**config.mk**
```make
export PLATFORM = sky130hd
export DESIGN_NAME = vsync_controller
export DESIGN_NICKNAME = d
export VERILOG_FILES = /design/src/rtl/vsync_controller_pkg.sv /design/src/rtl/vsync_controller_vline_counter.sv /design/src/rtl/vsync_controller.sv
export SDC_FILE = /design/constraint.sdc
export NUM_CORES = 1
export LEC_CHECK = 0
export BUFFER_PORTS_ARGS = -buffer_cell sky130_fd_sc_hd__buf_2
export CORE_UTILIZATION = 58
export CTS_CLUSTER_DIAMETER = 50
export DETAILED_ROUTE_END_ITERATION = 8
export PLACE_DENSITY = 0.82
export SYNTH_ARGS = -nofsm -noshare
export SYNTH_HDL_FRONTEND = slang
export SYNTH_HIERARCHICAL = 1
export SYNTH_SLANG_ARGS = --single-unit
```
**constraint.sdc**
```tcl
create_clock -name clk -period 2.8 [get_ports clk]
set_clock_uncertainty 0.2 [all_clocks]
set_input_delay 0.28 -clock clk [delete_from_list [all_inputs] [get_ports clk]]
set_output_delay 0.28 -clock clk [all_outputs]
set_load 0.01 [all_outputs]
```
**src/rtl/vsync_controller_pkg.sv**
```systemverilog
// Shared vertical timing constants and frame-phase encoding for the VGA vertical path.
package vsync_controller_pkg;

  localparam int SYNC_LINES_D  = 2;
  localparam int BACK_LINES_D  = 29;
  localparam int DISP_LINES_D  = 480;
  localparam int FRONT_LINES_D = 10;
  localparam int LINE_REPEAT_D = 5;
  localparam int ROWS_D        = 96;

  localparam int LINE_W = 9;
  localparam int REP_W  = 3;
  localparam int ROW_W  = 7;

  typedef enum logic [1:0] {
    ST_SYNC  = 2'd0,
    ST_BACK  = 2'd1,
    ST_DISP  = 2'd2,
    ST_FRONT = 2'd3
  } vstate_t;

  function automatic vstate_t next_phase(input vstate_t s);
    case (s)
      ST_SYNC:  return ST_BACK;
      ST_BACK:  return ST_DISP;
      ST_DISP:  return ST_FRONT;
      default:  return ST_SYNC;
    endcase
  endfunction

endpackage

```
**src/rtl/vsync_controller_vline_counter.sv**
```systemverilog
// Line-event enabled up-counter that wraps at a programmable last value and can be cleared.
module vline_counter
  import vsync_controller_pkg::*;
#(
  parameter int W = LINE_W
) (
  input  logic         clk,
  input  logic         reset,
  input  logic         en,
  input  logic         clear,
  input  logic [W-1:0] last,
  output logic [W-1:0] cnt,
  output logic         term
);

  assign term = (cnt == last);

  always_ff @(posedge clk) begin
    if (reset || clear) begin
      cnt <= '0;
    end else if (en) begin
      cnt <= term ? '0 : cnt + W'(1);
    end
  end

endmodule

```
**src/rtl/vsync_controller.sv**
```systemverilog
// Vertical frame sequencer: counts line starts, steps SYNC/BACK/DISP/FRONT, and
// produces vsync, vdisplay, the image row index and a frame-start strobe.
module vsync_controller
  import vsync_controller_pkg::*;
#(
  parameter int SYNC_LINES  = SYNC_LINES_D,
  parameter int BACK_LINES  = BACK_LINES_D,
  parameter int DISP_LINES  = DISP_LINES_D,
  parameter int FRONT_LINES = FRONT_LINES_D,
  parameter int LINE_REPEAT = LINE_REPEAT_D,
  parameter int ROWS        = ROWS_D
) (
  input  logic             clk,
  input  logic             reset,
  input  logic             new_line,
  output logic             vsync,
  output logic             vdisplay,
  output logic [ROW_W-1:0] vpixel,
  output logic             new_frame
);

  vstate_t            state;
  vstate_t            state_nxt;
  logic               new_line_q;
  logic               ev;
  logic [LINE_W-1:0]  line_cnt;
  logic [LINE_W-1:0]  line_last;
  logic               line_term;
  logic [REP_W-1:0]   rep_cnt;
  logic               rep_term;
  logic               in_disp;
  logic               phase_end;
  logic               leave_disp;
  logic               vsync_nxt;
  logic               vdisplay_nxt;
  logic               new_frame_nxt;
  logic [ROW_W-1:0]   vpixel_nxt;

  // Rising-edge detect so a held new_line is counted only once.
  always_ff @(posedge clk) begin
    if (reset) new_line_q <= 1'b0;
    else       new_line_q <= new_line;
  end

  assign ev         = new_line & ~new_line_q;
  assign in_disp    = (state == ST_DISP);
  assign phase_end  = ev & line_term;
  assign leave_disp = phase_end & in_disp;

  always_comb begin
    line_last = '0;
    case (state)
      ST_SYNC:  line_last = LINE_W'(SYNC_LINES - 1);
      ST_BACK:  line_last = LINE_W'(BACK_LINES - 1);
      ST_DISP:  line_last = LINE_W'(DISP_LINES - 1);
      default:  line_last = LINE_W'(FRONT_LINES - 1);
    endcase
  end

  vline_counter #(.W(LINE_W)) u_line_cnt (
    .clk   (clk),
    .reset (reset),
    .en    (ev),
    .clear (1'b0),
    .last  (line_last),
    .cnt   (line_cnt),
    .term  (line_term)
  );

  // The last DISP line also wraps rep_cnt; the clear makes the exit state explicit.
  vline_counter #(.W(REP_W)) u_rep_cnt (
    .clk   (clk),
    .reset (reset),
    .en    (ev & in_disp),
    .clear (leave_disp),
    .last  (REP_W'(LINE_REPEAT - 1)),
    .cnt   (rep_cnt),
    .term  (rep_term)
  );

  always_ff @(posedge clk) begin
    if (reset) state <= ST_SYNC;
    else       state <= state_nxt;
  end

  always_comb begin
    state_nxt = state;
    if (phase_end) state_nxt = next_phase(state);
  end

  always_comb begin
    vsync_nxt     = (state_nxt != ST_SYNC);
    vdisplay_nxt  = (state_nxt == ST_DISP);
    new_frame_nxt = phase_end & (state == ST_FRONT);
    vpixel_nxt    = vpixel;
    if (leave_disp)                  vpixel_nxt = '0;
    else if (ev && in_disp && rep_term) vpixel_nxt = vpixel + ROW_W'(1);
  end

  // Registered outputs, updated on the same edge as the state they describe.
  always_ff @(posedge clk) begin
    if (reset) begin
      vsync     <= 1'b0;
      vdisplay  <= 1'b0;
      vpixel    <= '0;
      new_frame <= 1'b0;
    end else begin
      vsync     <= vsync_nxt;
      vdisplay  <= vdisplay_nxt;
      vpixel    <= vpixel_nxt;
      new_frame <= new_frame_nxt;
    end
  end

endmodule

```
[After elaboration in Yosys (flattened, before gate mapping)]
Index checks and enable logic that the tools add are counted.
Word-level totals
  flip-flop bits (word level): 25
  bits in latches: 0
  RAM bits: 0
  ROM bits: 0
  output and inout bits: 10
  word-level logic and storage cells: 34
  memories kept: 0
Cells by class
  add/subtract/negate cells: 3
  multiply operators: 0
  div/mod/pow operators: 0
  magnitude comparators: 0
  eq/ne operators: 6
  shift operators: 0
  mux-type cells: 5
  bitwise logic cells: 6
  reduce and logical (&&, ||, !) cells: 6
Operator list (count)
  case mux 9 bit (3 select lines): 1
  adder 9 x 1 -> 9 bit (second input constant): 1
  equality test 9 bit: 1
  2-to-1 mux 9 bit: 1
  adder 7 x 1 -> 7 bit (second input constant): 1
  equality test 2 bit (second input constant): 3
  case mux 2 bit (3 select lines): 1
  bitwise AND 1 bit: 5
  adder 3 x 1 -> 3 bit (second input constant): 1
  equality test 3 bit (second input constant): 1
  2-to-1 mux 3 bit: 1
  equality test 2 x 1 -> 1 bit (second input constant): 1
  logical AND 1 bit: 2
  zero test 2 bit: 1
  2-to-1 mux 2 bit: 1
  nonzero test 2 bit: 1
  OR reduction 2 bit: 1
  logical OR 1 bit: 1
  inverter 1 bit: 1

[Longest topological paths before layout]
  word-level depth: 6
  depth in mapped cells: 11
  depth with buffers taken out: 11

[Modules after synthesis]
Netlist, hierarchy kept.
By module, submodules not included
  vsync_controller: times used 1, cells an instance 73, area an instance 670.6 sq um, seq. area each 260.2 sq um
  vline_counter (u_line_cnt): times used 1, cells an instance 60, area an instance 560.5 sq um, seq. area each 180.2 sq um
  vline_counter (u_rep_cnt): times used 1, cells an instance 20, area an instance 180.2 sq um, seq. area each 60.1 sq um

[Least setup slack after synthesis]
No wires, ideal clock.
  path type: register to register
  start: reg state[0]
  end: reg state[1]
  library setup time: 114 ps
  arrival time: 1893 ps
  setup slack: 592 ps
  stages on the path, launching flop included: 9
  cells stage by stage: dfxtp_1 > inv_1 > ha_1 > xnor2_1 > nand4_2 > nor3_4 > and3b_1 > mux2i_1 > nor2_1
On the way
  cells in the longest elaborated chain, start to end: 5
RTL lines
  start: declaration: RTL line vsync_controller.sv:22  | vstate_t state;
  start signal: assignment: RTL line vsync_controller.sv:83  | else state <= state_nxt;
  equality test 2 bit (tied with other cells): RTL line vsync_controller.sv:52  | case (state)
  case mux 9 bit (3 select lines) *: RTL line vsync_controller.sv:52
  net line_last[2]: RTL line vsync_controller.sv:27  | logic [LINE_W-1:0] line_last;
  equality test 9 bit *: RTL line vsync_controller_vline_counter.sv:16  | assign term = (cnt == last);
  net line_term: RTL line vsync_controller.sv:28  | logic line_term;
  bitwise AND 1 bit *: RTL line vsync_controller.sv:47  | assign phase_end = ev & line_term;
  2-to-1 mux 2 bit *: RTL line vsync_controller.sv:88  | if (phase_end) state_nxt = next_phase(state);
Mark *: on every way through the listed nets, which the timed path passes. The rest lies on a longest branch.
A chain may end at the register's enable or synchronous reset.

[Worst setup path after layout]
  start: reg state[0]
  end: reg u_rep_cnt.cnt[2]
On the way
  cells in the longest elaborated chain, start to end: 6
RTL lines
  equality test 2 bit (tied with other cells): RTL line vsync_controller.sv:52
  case mux 9 bit (3 select lines) *: RTL line vsync_controller.sv:52
  net line_last[2]: RTL line vsync_controller.sv:27
  equality test 9 bit *: RTL line vsync_controller_vline_counter.sv:16
  net line_term: RTL line vsync_controller.sv:28
  bitwise AND 1 bit *: RTL line vsync_controller.sv:47
  bitwise AND 1 bit *: RTL line vsync_controller.sv:48  | assign leave_disp = phase_end & in_disp;
  net leave_disp: RTL line vsync_controller.sv:33  | logic leave_disp;
  logical OR 1 bit *: RTL line vsync_controller_vline_counter.sv:19  | if (reset || clear) begin
  end signal: assignment: RTL line vsync_controller_vline_counter.sv:22  | cnt <= term ? '0 : cnt + W'(1);
  end: declaration: RTL line vsync_controller_vline_counter.sv:12  | output logic [W-1:0] cnt,
Marks and branches as above.

==> metrics <==
GPL Wtd Cong=0.821; # clock sinks=25; Initial Util=62.6%; Post-synth EDFFs=0; initial antenna violation count=0; Yosys top cell by area=dfxtp_1; gr busiest metal=met2; post-cts sizing count=0; Seq/Total Area, Yosys=between 30% and 40%; dpl hpwl=2170 µm; number of global-route vias before repair=1,173; Root Buffer Master=clkbuf_4; htree depth=1; PortBufs=12; Area Growth Syn to Fin=9.84%; min Tclk post-route=2410 ps; Hold Crit Depth=2; GRT overflow=0; DRT antenna net count=0; Routed WL per cell=between 10 and 15 µm; # setup viols final=0; global-route wire length before repair=4890 µm; die area=0.00263 mm²; Nets=185; synthesized instance count=153; r2r worst-path depth=10; Yosys top cell area share=35.5%; LEAKAGE=0.000590 µW; met1 GRT Util=28.3%; met2 Use GR=45.0%; Core ar.=0.00225 mm²; CP arrival=2450 ps; top_reg_cell synth=dfxtp_1; r2r startpoint=state[0]$_SDFF_PP0_; pin count of the biggest net entering global routing=15; I/O pin cnt=13; initial drt markers=15; Hold Slack=59.5 ps; Post-synth top cells=dfxtp_1 (25), xnor2_1 (12), a21oi_1 (10), ha_1 (9); register bit total from synthesis=25; actual slew at the worst max-slew pin=619 ps; FF+latch area=500 µm²; Hold Path Sink=new_line_q$_SDFF_PP0_; synthesized area per cell=9.22 µm²; CTS tree=done; number of max-cap violations=0; status=finished, final reports clean; hold violation total from the final report=0; cts bufs inserted=3; Async SR Flop Fraction=0%; Rows=17; final slew viol count=0; chip height=51.3 µm; Rel. slew slack=between 50 and 60%; P per Cell Area=363 mW/mm²; Critical Path Sink Type=flop; filler cell count=188; Clock Latency Late Sink=310 ps; Netlist cell types=44; fraction of layout instances using a drive strength above 1=around 16%; total negative slack=0 ps; clock buffer depth=2; n_diodes=0; footprint of the multi-input gates=872 µm²; GRT Resource Usage Total=24.6%; Worst-path clk slew=140 ps; Setup CP Type=flop to flop; Synth area leaders=dfxtp_1 (35%), ha_1 (8.0%), xnor2_1 (7.4%); Startpoint Class=flop; crit path max fanout=6; Worst Min Path Start=new_line; vias post-DR=1,168; met3 usage=under 10%; maximum VDD drop=0.329 mV; die width=51.3 µm; number of remaining DRC errors=0; R2R Setup Slk=390 ps; mapped cell area=~0.0014 mm²; DR vias/cell=approximately 5.8; RSZ-0062 raised after global routing=false; Pre-antenna DRT Iters=4; WL final=around 2900 µm; worst endpoint required time=2840 ps; Ys Warns=6; reg2reg end=u_rep_cnt/cnt[2]$_SDFFE_PP0P_; final worst-path cycle share=between 80% and 90%; most common cell in the synthesized netlist=dfxtp_1; Hold Path Class=input port to flop; Max Fclk=415 MHz
## cells by family (layout without fill, tap and decap cells)
kind of cell | after synthesis | in the layout | share of synthesized area, %
XOR/XNOR | 19 | 19 | 11.8
AND/OR/NAND/NOR | 56 | 56 | 26.0
flip-flops | 25 | 25 | 35.5
multiplexers | 2 | 2 | 1.42
buffers and inverters | 11 | 27 | 3.55
other | 2 | 5 | 0.532
AO/OA/AOI/OAI | 29 | 29 | 13.3
adder cells (fa/ha/maj) | 9 | 9 | 7.98
## registers in the layout, indices dropped and copies added (netlist names)
name and cells:
new_line_q 1, vpixel 7, new_frame 1, vdisplay 1, u_rep_cnt/cnt 3, u_line_cnt/cnt 9, vsync 1, state 2
## how the worst max path moves through the flow
stage,to,from,slack [ps],depth (start not counted)
final,u_rep_cnt/cnt[2]$_SDFFE_PP0P_,state[0]$_SDFF_PP0_,390,10
after CTS,u_rep_cnt/cnt[2]$_SDFFE_PP0P_,state[0]$_SDFF_PP0_,380,10
after detailed placement,u_rep_cnt/cnt[2]$_SDFFE_PP0P_,state[0]$_SDFF_PP0_,410,10
after global placement,vsync$_SDFF_PP0_,state[1]$_SDFF_PP0_,560,7
after global routing,vsync$_SDFF_PP0_,state[0]$_SDFF_PP0_,210,7
after floorplan,state[1]$_SDFF_PP0_,state[0]$_SDFF_PP0_,590,8
## through the flow
| step | utilization [%] | area (µm²) | cells | total power [µW] | worst slack [ps] |
|---|---|---|---|---|---|
| floorplan | - | 1420 | 156 | 395 | 592 |
| global placement | 67.1 | 1510 | 195 | 404 | 562 |
| detailed placement | 67.1 | 1510 | 195 | 406 | 414 |
| CTS | 68.8 | 1550 | 200 | 569 | 380 |
| global route | 68.8 | 1550 | 200 | 583 | 211 |
| finish | 68.8 | 1550 | 200 | 563 | 390 |
## cell type report
cell class | count | share of cell area [%]
Multi-Input combinational cell | 120 | 56.3
Sequential cell | 25 | 32.3
Timing Repair Buffer | 15 | 5.49
Tap cell | 28 | 2.26
Inverter | 8 | 1.94
Clock buffer | 3 | 1.45
Clock inverter | 1 | 0.323
## power by group
group          total [µW]  internal [µW]  switching [µW]
combinational        40.0           15.0            25.0
sequential            360            358            2.31
clock                 162           53.4             109
## repair_timing
action,in CTS,in global routing
buffers inserted,0,0
hold buffers,1,0
hold endpoints to repair,1,0
## critical path: stages, from the launching register on
cell      delay [ps]
dfxtp_1          420
inv_1            140
ha_1             400
xnor2_1          170
nand4_2          170
nor3_4            60
nand4b_1         100
inv_1             50
nor2_1           290
o211ai_1         150
nor3_1           190
## layout by cell type (no fill, tap or decap), drive strengths merged, types with 6 or more instances in the layout
cell type and n:
xor2 7, dfxtp 25, a21oi 10, xnor2 12
a211oi 6, ha 9, nor2 8, nand3 8
inv 8, buf 14
## per-layer routing
| metal | vias up | part of all wire, % |
|---|---|---|
| li1 | 581 | - |
| met1 | 573 | 45 |
| met2 | 12 | 53 |
| met3 | 2 | 1.6 |
| met4 | 0 | 0.59 |
| met5 | - | 0 |
Note: power is estimated with default switching activity, not from simulation.
